==> src/rtl/vedic8_seq_mult_if.sv <==
// Operand/result handshake bundle for the sequential Vedic multiplier.
// The slave side is the multiplier; the master side is source plus sink.
interface vedic8_seq_mult_if #(
  parameter int N = 4
);
  logic [2*N-1:0] a;
  logic [2*N-1:0] b;
  logic           in_valid;
  logic           in_ready;
  logic [4*N-1:0] p;
  logic           out_valid;
  logic           out_ready;

  modport master (
    output a, b, in_valid, out_ready,
    input  in_ready, p, out_valid
  );

  modport slave (
    input  a, b, in_valid, out_ready,
    output in_ready, p, out_valid
  );
endinterface

==> src/rtl/vedic8_seq_mult.sv <==
// 2N x 2N unsigned multiplier: one N x N Urdhva Tiryagbhyam core
// reused over four cycles, partial products accumulated into 4N bits.
module vedic8_seq_mult #(
  parameter int N = 4
) (
  input logic             clk,
  input logic             rst_n,
  vedic8_seq_mult_if.slave bus
);
  localparam int W  = 2 * N;
  localparam int PW = 4 * N;

  typedef enum logic [1:0] {
    IDLE,
    MUL,
    DONE
  } state_t;

  state_t          state;
  logic [1:0]      step;
  logic [W-1:0]    a_q;
  logic [W-1:0]    b_q;
  logic [PW-1:0]   acc;
  logic [PW-1:0]   p_q;
  logic            out_valid_q;

  logic [N-1:0]    x;
  logic [N-1:0]    y;
  logic [W-1:0]    pp;
  logic [W-1:0]    col;
  logic [W-1:0]    carry;
  logic [PW-1:0]   ext;
  logic [PW-1:0]   ext_s;
  logic [PW-1:0]   sum;

  // step[0] picks the a half, step[1] the b half
  assign x = step[0] ? a_q[W-1:N] : a_q[N-1:0];
  assign y = step[1] ? b_q[W-1:N] : b_q[N-1:0];

  // Vertical/crosswise columns, each carry rippling into the next
  always_comb begin
    pp    = '0;
    col   = '0;
    carry = '0;
    for (int k = 0; k < W - 1; k++) begin
      col = carry;
      for (int i = 0; i < N; i++) begin
        for (int j = 0; j < N; j++) begin
          if (i + j == k) begin
            col = col + {{(W-1){1'b0}}, x[i] & y[j]};
          end
        end
      end
      pp[k] = col[0];
      carry = col >> 1;
    end
    pp[W-1] = carry[0];
  end

  always_comb begin
    ext   = {{W{1'b0}}, pp};
    ext_s = ext;
    unique case (step)
      2'd0: ext_s = ext;
      2'd1: ext_s = ext << N;
      2'd2: ext_s = ext << N;
      2'd3: ext_s = ext << W;
      default: ext_s = ext;
    endcase
    sum = acc + ext_s;
  end

  always_ff @(posedge clk) begin
    if (!rst_n) begin
      state       <= IDLE;
      step        <= '0;
      acc         <= '0;
      p_q         <= '0;
      out_valid_q <= 1'b0;
      a_q         <= '0;
      b_q         <= '0;
    end else begin
      unique case (state)
        IDLE: begin
          if (bus.in_valid) begin
            a_q   <= bus.a;
            b_q   <= bus.b;
            acc   <= '0;
            step  <= '0;
            state <= MUL;
          end
        end
        MUL: begin
          acc  <= sum;
          step <= step + 2'd1;
          if (step == 2'd3) begin
            p_q         <= sum;
            out_valid_q <= 1'b1;
            state       <= DONE;
          end
        end
        DONE: begin
          if (bus.out_ready) begin
            out_valid_q <= 1'b0;
            state       <= IDLE;
          end
        end
        default: state <= IDLE;
      endcase
    end
  end

  assign bus.in_ready  = (state == IDLE);
  assign bus.p         = p_q;
  assign bus.out_valid = out_valid_q;
endmodule
==> src/flat_wrapper.sv <==
// flat-port wrapper written by rule: the top's interface ports become plain ports
module vedic8_seq_mult_flat 
#(
  parameter int N = 4
)
  (clk, rst_n, bus_a, bus_b, bus_in_valid, bus_out_ready, bus_in_ready, bus_p, bus_out_valid);
  vedic8_seq_mult_if #(.N(N)) bus_i ();
  input logic clk;
  input logic rst_n;
  input wire logic [$bits(bus_i.a)-1:0] bus_a;
  input wire logic [$bits(bus_i.b)-1:0] bus_b;
  input wire logic [$bits(bus_i.in_valid)-1:0] bus_in_valid;
  input wire logic [$bits(bus_i.out_ready)-1:0] bus_out_ready;
  output wire logic [$bits(bus_i.in_ready)-1:0] bus_in_ready;
  output wire logic [$bits(bus_i.p)-1:0] bus_p;
  output wire logic [$bits(bus_i.out_valid)-1:0] bus_out_valid;
  assign bus_i.a = bus_a;
  assign bus_i.b = bus_b;
  assign bus_i.in_valid = bus_in_valid;
  assign bus_i.out_ready = bus_out_ready;
  assign bus_in_ready = bus_i.in_ready;
  assign bus_p = bus_i.p;
  assign bus_out_valid = bus_i.out_valid;
  vedic8_seq_mult #(.N(N)) u_core (.clk(clk), .rst_n(rst_n), .bus(bus_i));
endmodule
==> config.mk <==
export PLATFORM = sky130hd
export DESIGN_NAME = vedic8_seq_mult_flat
export DESIGN_NICKNAME = d
export VERILOG_FILES = /design/src/rtl/vedic8_seq_mult_if.sv /design/src/rtl/vedic8_seq_mult.sv /design/src/flat_wrapper.sv
export SDC_FILE = /design/constraint.sdc
export NUM_CORES = 1
export LEC_CHECK = 0
export CELL_PAD_IN_SITES_DETAIL_PLACEMENT = 1
export CELL_PAD_IN_SITES_GLOBAL_PLACEMENT = 2
export CORE_ASPECT_RATIO = 1.2
export CORE_MARGIN = 8
export CORE_UTILIZATION = 34
export DETAILED_ROUTE_END_ITERATION = 7
export GPL_ROUTABILITY_DRIVEN = 1
export PLACE_DENSITY_LB_ADDON = 0.1
export SYNTH_ARGS = -nofsm -noshare
export SYNTH_HDL_FRONTEND = slang
export SYNTH_SLANG_ARGS = --single-unit
==> constraint.sdc <==
create_clock -name clk -period 10.1 [get_ports clk]
set_input_delay 2.02 -clock clk [delete_from_list [all_inputs] [get_ports clk]]
set_output_delay 2.02 -clock clk [all_outputs]
set_load 0.005 [all_outputs]
# Word-level counts from Yosys, hierarchy flattened
# Index checks and enable logic that the tools add are counted.
dict set report op_classes {
  add_sub_neg 16
  eq_ne 8
  mux 14
  bitwise_logic 16
  n_reduce_logical 10
}
# operator count
set ops {}
lappend ops {{16-bit one-hot mux with 3 select lines} 1}
lappend ops {{16-bit one-hot mux with 2 select lines} 1}
lappend ops {{5-bit by 1-bit adder with 5-bit output} 4}
lappend ops {{6-bit by 1-bit adder with 6-bit output} 3}
lappend ops {{16-bit adder} 1}
lappend ops {{1-bit AND} 16}
lappend ops {{16-bit two-way mux} 1}
lappend ops {{4-bit by 1-bit adder with 4-bit output} 3}
lappend ops {{2-bit two-way mux} 4}
lappend ops {{4-bit two-way mux} 2}
lappend ops {{3-bit by 1-bit adder with 3-bit output} 2}
lappend ops {{2-bit == test (second input constant)} 3}
lappend ops {{2-bit one-hot mux with 3 select lines} 1}
lappend ops {{2-bit AND reduction} 3}
lappend ops {{3-bit AND reduction} 2}
lappend ops {{2-bit by 1-bit == test with 1-bit output (second input constant)} 2}
lappend ops {{2-bit logical NOT} 2}
lappend ops {{2-bit inequality test (second input constant)} 2}
lappend ops {{2-bit one-hot mux with 2 select lines} 1}
lappend ops {{2-bit nonzero test} 2}
lappend ops {{1-bit by 1-bit adder with 2-bit output} 1}
lappend ops {{2-bit by 1-bit adder with 2-bit output} 1}
lappend ops {{2-bit by 1-bit adder with 2-bit output (second input constant)} 1}
lappend ops {{1-bit two-way mux} 2}
lappend ops {{3 further kinds} 3}
dict set report totals {
  regBits 53
  input_bits 20
  out_inout_bits 18
  elab_cells 71
}

# Logic depth before layout (Yosys ltp)
# Gate-level depths: netlist (run 1).
dict set report logic_depth {
  word_depth 19
  ltp_mapped 27
  mapped_depth_nobuf 25
}

# Least setup slack after synthesis (run 1)
# OpenSTA, ideal clock, no wires.
dict set report synth_path {
  path_type {reg2reg}
  from {reg u_core.step[1]}
  to {reg u_core.p_q[15], in the netlist u_core.bus.p[15]}
  setup_time_ns 0.115
  t_arrival_ns 7.452
  required_ns 9.985
  path_slack_ns 2.532
  stages_incl_launch_ff 28
  n_path_buf 2
  synth_period_minus_slack_ns 7.568
  path_cell_list {dfxtp_1 clkbuf_1 mux2i_1 nor2_1 ha_1 fa_1 ha_1 ha_1 fa_1 fa_1 fa_1 inv_1 fa_1 inv_1 ha_1 fa_1 inv_1 fa_1 fa_1 nand2b_1 a21oi_1 ha_1 buf_2 and3_1 o2111ai_1 o22ai_1 or4_1 and3_1}
}
dict set report synth_via {
  elab_chain_cells 18
  elab_cells_between_ends 39
  classes_between {add/sub: 15; eq/ne: 3; mux: 2; bitwise: 16; reduce/logical: 3}
}
# element line
set synth_rtl {}
lappend synth_rtl {{start, declared} vedic8_seq_mult.sv:20} ;# logic [1:0] step;
lappend synth_rtl {{start signal, assigned} vedic8_seq_mult.sv:95} ;# step <= step + 2'd1;
lappend synth_rtl {{4-bit two-way mux} vedic8_seq_mult.sv:38} ;# assign y = step[1] ? b_q[W-1:N] : b_q[N-1:0];
lappend synth_rtl {{1-bit AND} vedic8_seq_mult.sv:50} ;# col = col + {{(W-1){1'b0}}, x[i] & y[j]};
lappend synth_rtl {{1-bit by 1-bit adder with 2-bit output} vedic8_seq_mult.sv:50}
lappend synth_rtl {{6-bit by 1-bit adder with 6-bit output (3 in a row)} vedic8_seq_mult.sv:50}
lappend synth_rtl {{5-bit by 1-bit adder with 5-bit output (4 in a row)} vedic8_seq_mult.sv:50}
lappend synth_rtl {{4-bit by 1-bit adder with 4-bit output (3 in a row)} vedic8_seq_mult.sv:50}
lappend synth_rtl {{3-bit by 1-bit adder with 3-bit output (2 in a row)} vedic8_seq_mult.sv:50}
lappend synth_rtl {{2-bit by 1-bit adder with 2-bit output} vedic8_seq_mult.sv:50}
lappend synth_rtl {{16-bit one-hot mux with 3 select lines} vedic8_seq_mult.sv:63} ;# unique case (step)
lappend synth_rtl {{16-bit adder} vedic8_seq_mult.sv:70} ;# sum = acc + ext_s;
lappend synth_rtl {{end signal, assigned} vedic8_seq_mult.sv:97} ;# p_q <= sum;
lappend synth_rtl {{end, declared} vedic8_seq_mult.sv:24} ;# logic [PW-1:0] p_q;
# Several ways; a longest one is shown, not always the timed one.
# A chain may end at the register's enable or synchronous reset.

# Worst setup path after layout (run 1)
dict set report layout_path {
  from {reg u_core.step[0]}
  to {reg u_core.p_q[15], in the netlist u_core.bus.p[15]}
}
dict set report layout_via {
  elab_chain_cells 18
  elab_cells_between_ends 39
  classes_between {add/sub: 15; eq/ne: 3; mux: 2; bitwise: 16; reduce/logical: 3}
}
# element line
set layout_rtl {}
lappend layout_rtl {{4-bit two-way mux} vedic8_seq_mult.sv:37} ;# assign x = step[0] ? a_q[W-1:N] : a_q[N-1:0];
lappend layout_rtl {{1-bit AND} vedic8_seq_mult.sv:50}
lappend layout_rtl {{1-bit by 1-bit adder with 2-bit output} vedic8_seq_mult.sv:50}
lappend layout_rtl {{6-bit by 1-bit adder with 6-bit output (3 in a row)} vedic8_seq_mult.sv:50}
lappend layout_rtl {{5-bit by 1-bit adder with 5-bit output (4 in a row)} vedic8_seq_mult.sv:50}
lappend layout_rtl {{4-bit by 1-bit adder with 4-bit output (3 in a row)} vedic8_seq_mult.sv:50}
lappend layout_rtl {{3-bit by 1-bit adder with 3-bit output (2 in a row)} vedic8_seq_mult.sv:50}
lappend layout_rtl {{2-bit by 1-bit adder with 2-bit output} vedic8_seq_mult.sv:50}
lappend layout_rtl {{16-bit one-hot mux with 3 select lines} vedic8_seq_mult.sv:63}
lappend layout_rtl {{16-bit adder} vedic8_seq_mult.sv:70}
# Several ways; a longest one is shown, not always the timed one.

==> metrics.txt, run 1 <==
Synth Area in Compound Gates 0.202; WL final 10400 µm; Layout Nets 519; initial DRC count 85; post-synthesis mux area share 0.0494; Hold-fix buffers, CTS 0; ys flop type dfxtp_1; fmax 0.124 GHz; die width 109 µm; Post-synth EDFFs 0; syn nets 500; Worst-path clk slew 70 ps; Die Y 127 µm; WL/cell 17.4 µm; DP HPWL 7910 µm; LEAKAGE 0.00161 µW; area added between synthesis and finish 16.2%; Hold Crit Class flip-flop to flip-flop; initial antenna violation count 0; first-pass GRT wire length 17500 µm; routed vias/inst 5.43; CP max FO 13; total grt overflow 0; Slew Limit Fails 0; outcome completed; total number of vias 3235; post-cts sizing count 0; fillers 1234; Synth area leader dfxtp_1; ratio of cells with drive above 1 in the final layout 0.0404; Adder-Cell Fraction of Synth Area 0.126; ys async rst share 0; Worst Skew 5.29 ps; Yosys cell types 56; post-route ant nets 0; IO Port Bufs 37; Max Cap Viol 0; WP data required 10290 ps; Initial DRT Pass Iterations 4; pin count of the biggest net entering global routing 44; final hold viol count 0; top cells by count, synth nand2_1, dfxtp_1, a21oi_1; # IOs 38; CTS buffer count 5; min Tclk post-route 8050 ps; yosys warns 0; final setup vio count 0; latest clock arrival within the worst-skew pair 300 ps; post-synthesis cell count 450; post-synthesis register bit count 53; period utilisation layout 0.797; largest family of logic cells by synthesized area simple AND/OR/NAND/NOR gates; Crit. End Element flip-flop; clock buffer depth 2; CTS tree yes; register area share after synthesis 0.301; DR DRC count 0; postcts setup bufs 0; crit path DAT 8240 ps; gr usage total 0.159; Post-Route Utilization 0.407; H-tree levels 2; most numerous cell in the Yosys netlist nand2_1; Slew @ Worst Pin 868 ps; Mean Syn Cell Area 7.82 µm²; Post-Synth XOR/XNOR Area 0.0224; PwrDens 107 mW/mm²; simple-gate share of the synthesized area 0.249; cell area after synthesis 0.00352 mm²; routability congestion estimate 0.934; core area 0.0101 mm²; Setup CP Type flip-flop to flip-flop; slew margin rel. 0.420; vias in the first global route 3477; Root Driver clkbuf_16; VDD IR max 54.1 µV; CTS sink count 53; top cell type's share of synthesized area 0.301; total die area 0.0139 mm²; RSZ-0062 raised after global routing no; Area contributors post-synth dfxtp_1, nand2_1, ha_1; crit path launch type flip-flop; row count 40; ant diodes 0; Final TNS setup 0 ps; initial core utilization 0.350
final cells by class:
class	count	area [µm²]	area share
multi-input combinational	354	2280	0.558
clock inverter	1	7.51	0.00183
timing repair buffer	40	393	0.0960
sequential	53	1060	0.259
tap	126	158	0.0385
clock buffer	7	133	0.0324
inverter	15	56.3	0.0138
flip-flops by register name, summed over array words and instances (netlist names):
register and cells:
u_core.a_q 8, u_core.b_q 8, u_core.state 2, u_core.step 2
u_core.bus.p 16, u_core.bus.out_valid 1, u_core.acc 16
metrics by stage:
| step | hold WS [ps] | instances | setup WS [ps] | cell area [µm²] | power, µW |
|---|---|---|---|---|---|
| 2_1_floorplan | 432 | 450 | 2530 | 3520 | 252 |
| 3_3_place_gp | 443 | 588 | 2270 | 3950 | 271 |
| 3_5_place_dp | 451 | 588 | 2050 | 3950 | 272 |
| 4_1_cts | 461 | 596 | 2030 | 4090 | 449 |
| 5_1_grt | 481 | 596 | 1610 | 4090 | 462 |
| 6_report | 458 | 596 | 2050 | 4090 | 439 |
cell usage in the layout (no fill, tap or decap), types with 2 or more instances in the layout:
| cell | n |
|---|---|
| a211o_1 | 2 |
| a211oi_1 | 3 |
| a21o_1 | 5 |
| a21oi_1 | 46 |
| a21oi_2 | 2 |
| a31oi_1 | 3 |
| a32oi_1 | 4 |
| and2_1 | 7 |
| and3_1 | 7 |
| and4_1 | 2 |
| buf_4 | 3 |
| clkbuf_1 | 2 |
| clkbuf_16 | 5 |
| clkdlybuf4s50_1 | 37 |
| dfxtp_1 | 53 |
| fa_1 | 9 |
| ha_1 | 21 |
| inv_1 | 15 |
| mux2_2 | 3 |
| mux2i_1 | 14 |
| nand2_1 | 81 |
| nand2b_1 | 10 |
| nand3_1 | 18 |
| nand4_1 | 5 |
| nor2_1 | 29 |
| nor2b_1 | 5 |
| nor3_1 | 11 |
| nor3b_1 | 2 |
| nor4_1 | 2 |
| o2111ai_1 | 2 |
| o211a_1 | 2 |
| o211ai_1 | 3 |
| o21a_1 | 6 |
| o21ai_0 | 16 |
| o31a_1 | 2 |
| o31ai_1 | 3 |
| or3_1 | 4 |
| xnor2_1 | 4 |
| xor2_1 | 5 |
path summary, 6_finish.rpt:
path | from | endpoint | slack [ps] | cells past startpoint
max | u_core.step[0] | u_core.bus.p[15] | 2050 | 25
min | u_core.a_q[2] | u_core.a_q[2] | 460 | 2
max reg2reg | u_core.step[0] | u_core.bus.p[15] | 2050 | 25
min reg2reg | u_core.a_q[2] | u_core.a_q[2] | 460 | 2
routing by layer:
layer	wire [µm]	GRT usage
met1	4470	0.179
met2	5340	0.283
met3	301	0.0287
met4	274	0.0670
met5	0	0
critical path: stages (launching register included):
cell and delay, ps:
dfxtp_1 530, mux2i_1 390, nor2_1 100, ha_1 220, fa_1 480, ha_1 210
ha_1 290, fa_1 510, fa_1 440, fa_1 500, inv_1 60, fa_1 520
inv_1 40, ha_1 200, fa_1 480, inv_1 50, fa_1 420, fa_1 500
nand2b_1 160, a21oi_1 170, ha_1 390, a21oi_1 250, o21a_1 210, o22ai_1 160
or4_1 490, and3_1 180
cells by family after synthesis:
| logic type | count (synthesis) |
|---|---|
| AO/OA/AOI/OAI | 111 |
| buffers and inverters | 43 |
| flip-flops | 53 |
| XOR/XNOR | 9 |
| AND/OR/NAND/NOR | 187 |
| adder cells (fa/ha/maj) | 30 |
| multiplexers | 17 |
power breakdown:
part           total (µW)  switching (µW)  internal [µW]  leakage, µW
Sequential            218            4.11            214     0.000430
Clock                 172            79.9           92.4    0.0000641
Combinational        48.4            29.0           19.3      0.00111
Total                 439             113            326      0.00161
(Power assumes the default switching activity.)
==> run 2, diff against run 1 <==
Clock period 10.1 ns to 7.5 ns, I/O delays scaled along.
==> metrics.txt, run 2 (synthesis results as in run 1) <==
Worst Skew 6.76 ps; # IOs 38; Setup CP Type flip-flop to flip-flop; PwrDens 138 mW/mm²; row count 40; area added between synthesis and finish 23.9%; routability congestion estimate 0.868; Post-Route Utilization 0.434; clock buffer depth 2; initial core utilization 0.350; routing usage on met1 0.186; most frequent CP cell fa_1; vias in the first global route 3616; CP max FO 5; slew margin rel. 0.279; reg-to-reg slack, setup 280 ps; Crit. End Element flip-flop; ant diodes 0; dpl ws -205 ps; most frequent cells in the layout nand2_1, dfxtp_1, a21oi_1, clkdlybuf4s50_1, nor2_1; CTS tree yes; total number of vias 3321; Hold Crit Class flip-flop to flip-flop; H-tree levels 2; Max Cap Viol 0; WL/cell 17.7 µm; latest clock arrival within the worst-skew pair 300 ps; crit path DAT 7410 ps; final hold viol count 0; Worst-path clk slew 70 ps; total power draw 602 µW; HP Start u_core.bus.p[5]; Root Driver clkbuf_16; r2r endpoint u_core.bus.p[15]; post-route ant nets 0; Initial DRT Pass Iterations 4; DP HPWL 8270 µm; routed vias/inst 5.36; initial DRC count 67; setup slack after layout 277 ps; core area 0.0101 mm²; WHS Path Cells 2; GR peak layer met2; Non-Filler Instances 620; Hold Crit Endpoint u_core.bus.p[5]; Slew @ Worst Pin 1080 ps; # placed instances 609; CP startpoint u_core.step[1]; CTS buffer count 5; Slew Limit Fails 0; Min Hold Slack 460 ps; total die area 0.0139 mm²; met2 GRT Util 0.296; gr usage total 0.163; Die Y 127 µm; max incr delay on CP 520 ps; commonest non-fill, non-tap cell in the layout nand2_1; first-pass GRT wire length 17900 µm; total grt overflow 0; fmax 0.138 GHz; CTS sink count 53; WL final 10900 µm; CP max-delay cell fa_1; VDD IR max 87.6 µV; Layout Nets 543; outcome completed; pin count of the biggest net entering global routing 33; min Tclk post-route 7220 ps; final setup vio count 0; period utilisation layout 0.963; Register-to-Register Path Depth 25; WP data required 7690 ps; crit path launch type flip-flop; initial antenna violation count 0; DR DRC count 0; grt met3 use 0.0206; ratio of cells with drive above 1 in the final layout 0.123; IO Port Bufs 37; die width 109 µm; LEAKAGE 0.00172 µW; r2r startpoint u_core.step[1]
-- run 2: changes by cell type in the layout (fill, tap and decap cells not counted), sizes merged --
cell / before / now
clkinvlp: 1 / 2
clkbuf: 7 / 6
buf: 3 / 27
-- run 2: worst max-delay path, delay by kind of cell (launching register included) --
family	cells	cell delay, ps
mux	2	310
flops	1	390
fa+ha+maj	13	4900
simple gates	3	730
compound gates	3	490
buf+inv	4	280
-- run 2: worst max path at each step --
stage	depth (start not counted)	end
3_5_place_dp	25	u_core.acc[14]
4_1_cts	25	u_core.acc[14]
2_1_floorplan	27	u_core.bus.p[15]
5_1_grt	24	u_core.bus.p[15]
6_report	25	u_core.bus.p[15]
3_3_place_gp	25	u_core.acc[14]
-- run 2: cell type report --
class                   instances  area, µm²
flip-flops and latches         53       1070
clock buffers                   6        129
repair buffers                 64        573
well taps                     126        158
fillers                      1216       5700
inverters                      15       56.3
multi-input cells             354       2360
clock inverters                 2       15.0
-- run 2: timing repair --
item	4_1_cts	5_1_grt
pin swaps	2	6
setup buffers	2	1
hold buffers	0	0
cloned	0	0
gates resized for setup	11	8
setup endpoints to repair	11	18
-- run 2: routing by layer --
metal	share of wire	routed length [µm]
met3	0.020	223
met5	0	0
met4	0.025	277
met1	0.44	4810
met2	0.51	5640
-- run 2: report_power, final --
part | internal (µW) | switching [µW]
sequential | 288 | 5.88
combinational | 31.5 | 42.3
clock | 124 | 110
-- run 2: per-stage QoR --
stage          cell area, µm²  setup TNS, ps
2_1_floorplan            3530              0
3_3_place_gp             4120              0
3_5_place_dp             4120           -897
4_1_cts                  4320              0
5_1_grt                  4360          -24.0
6_report                 4360              0
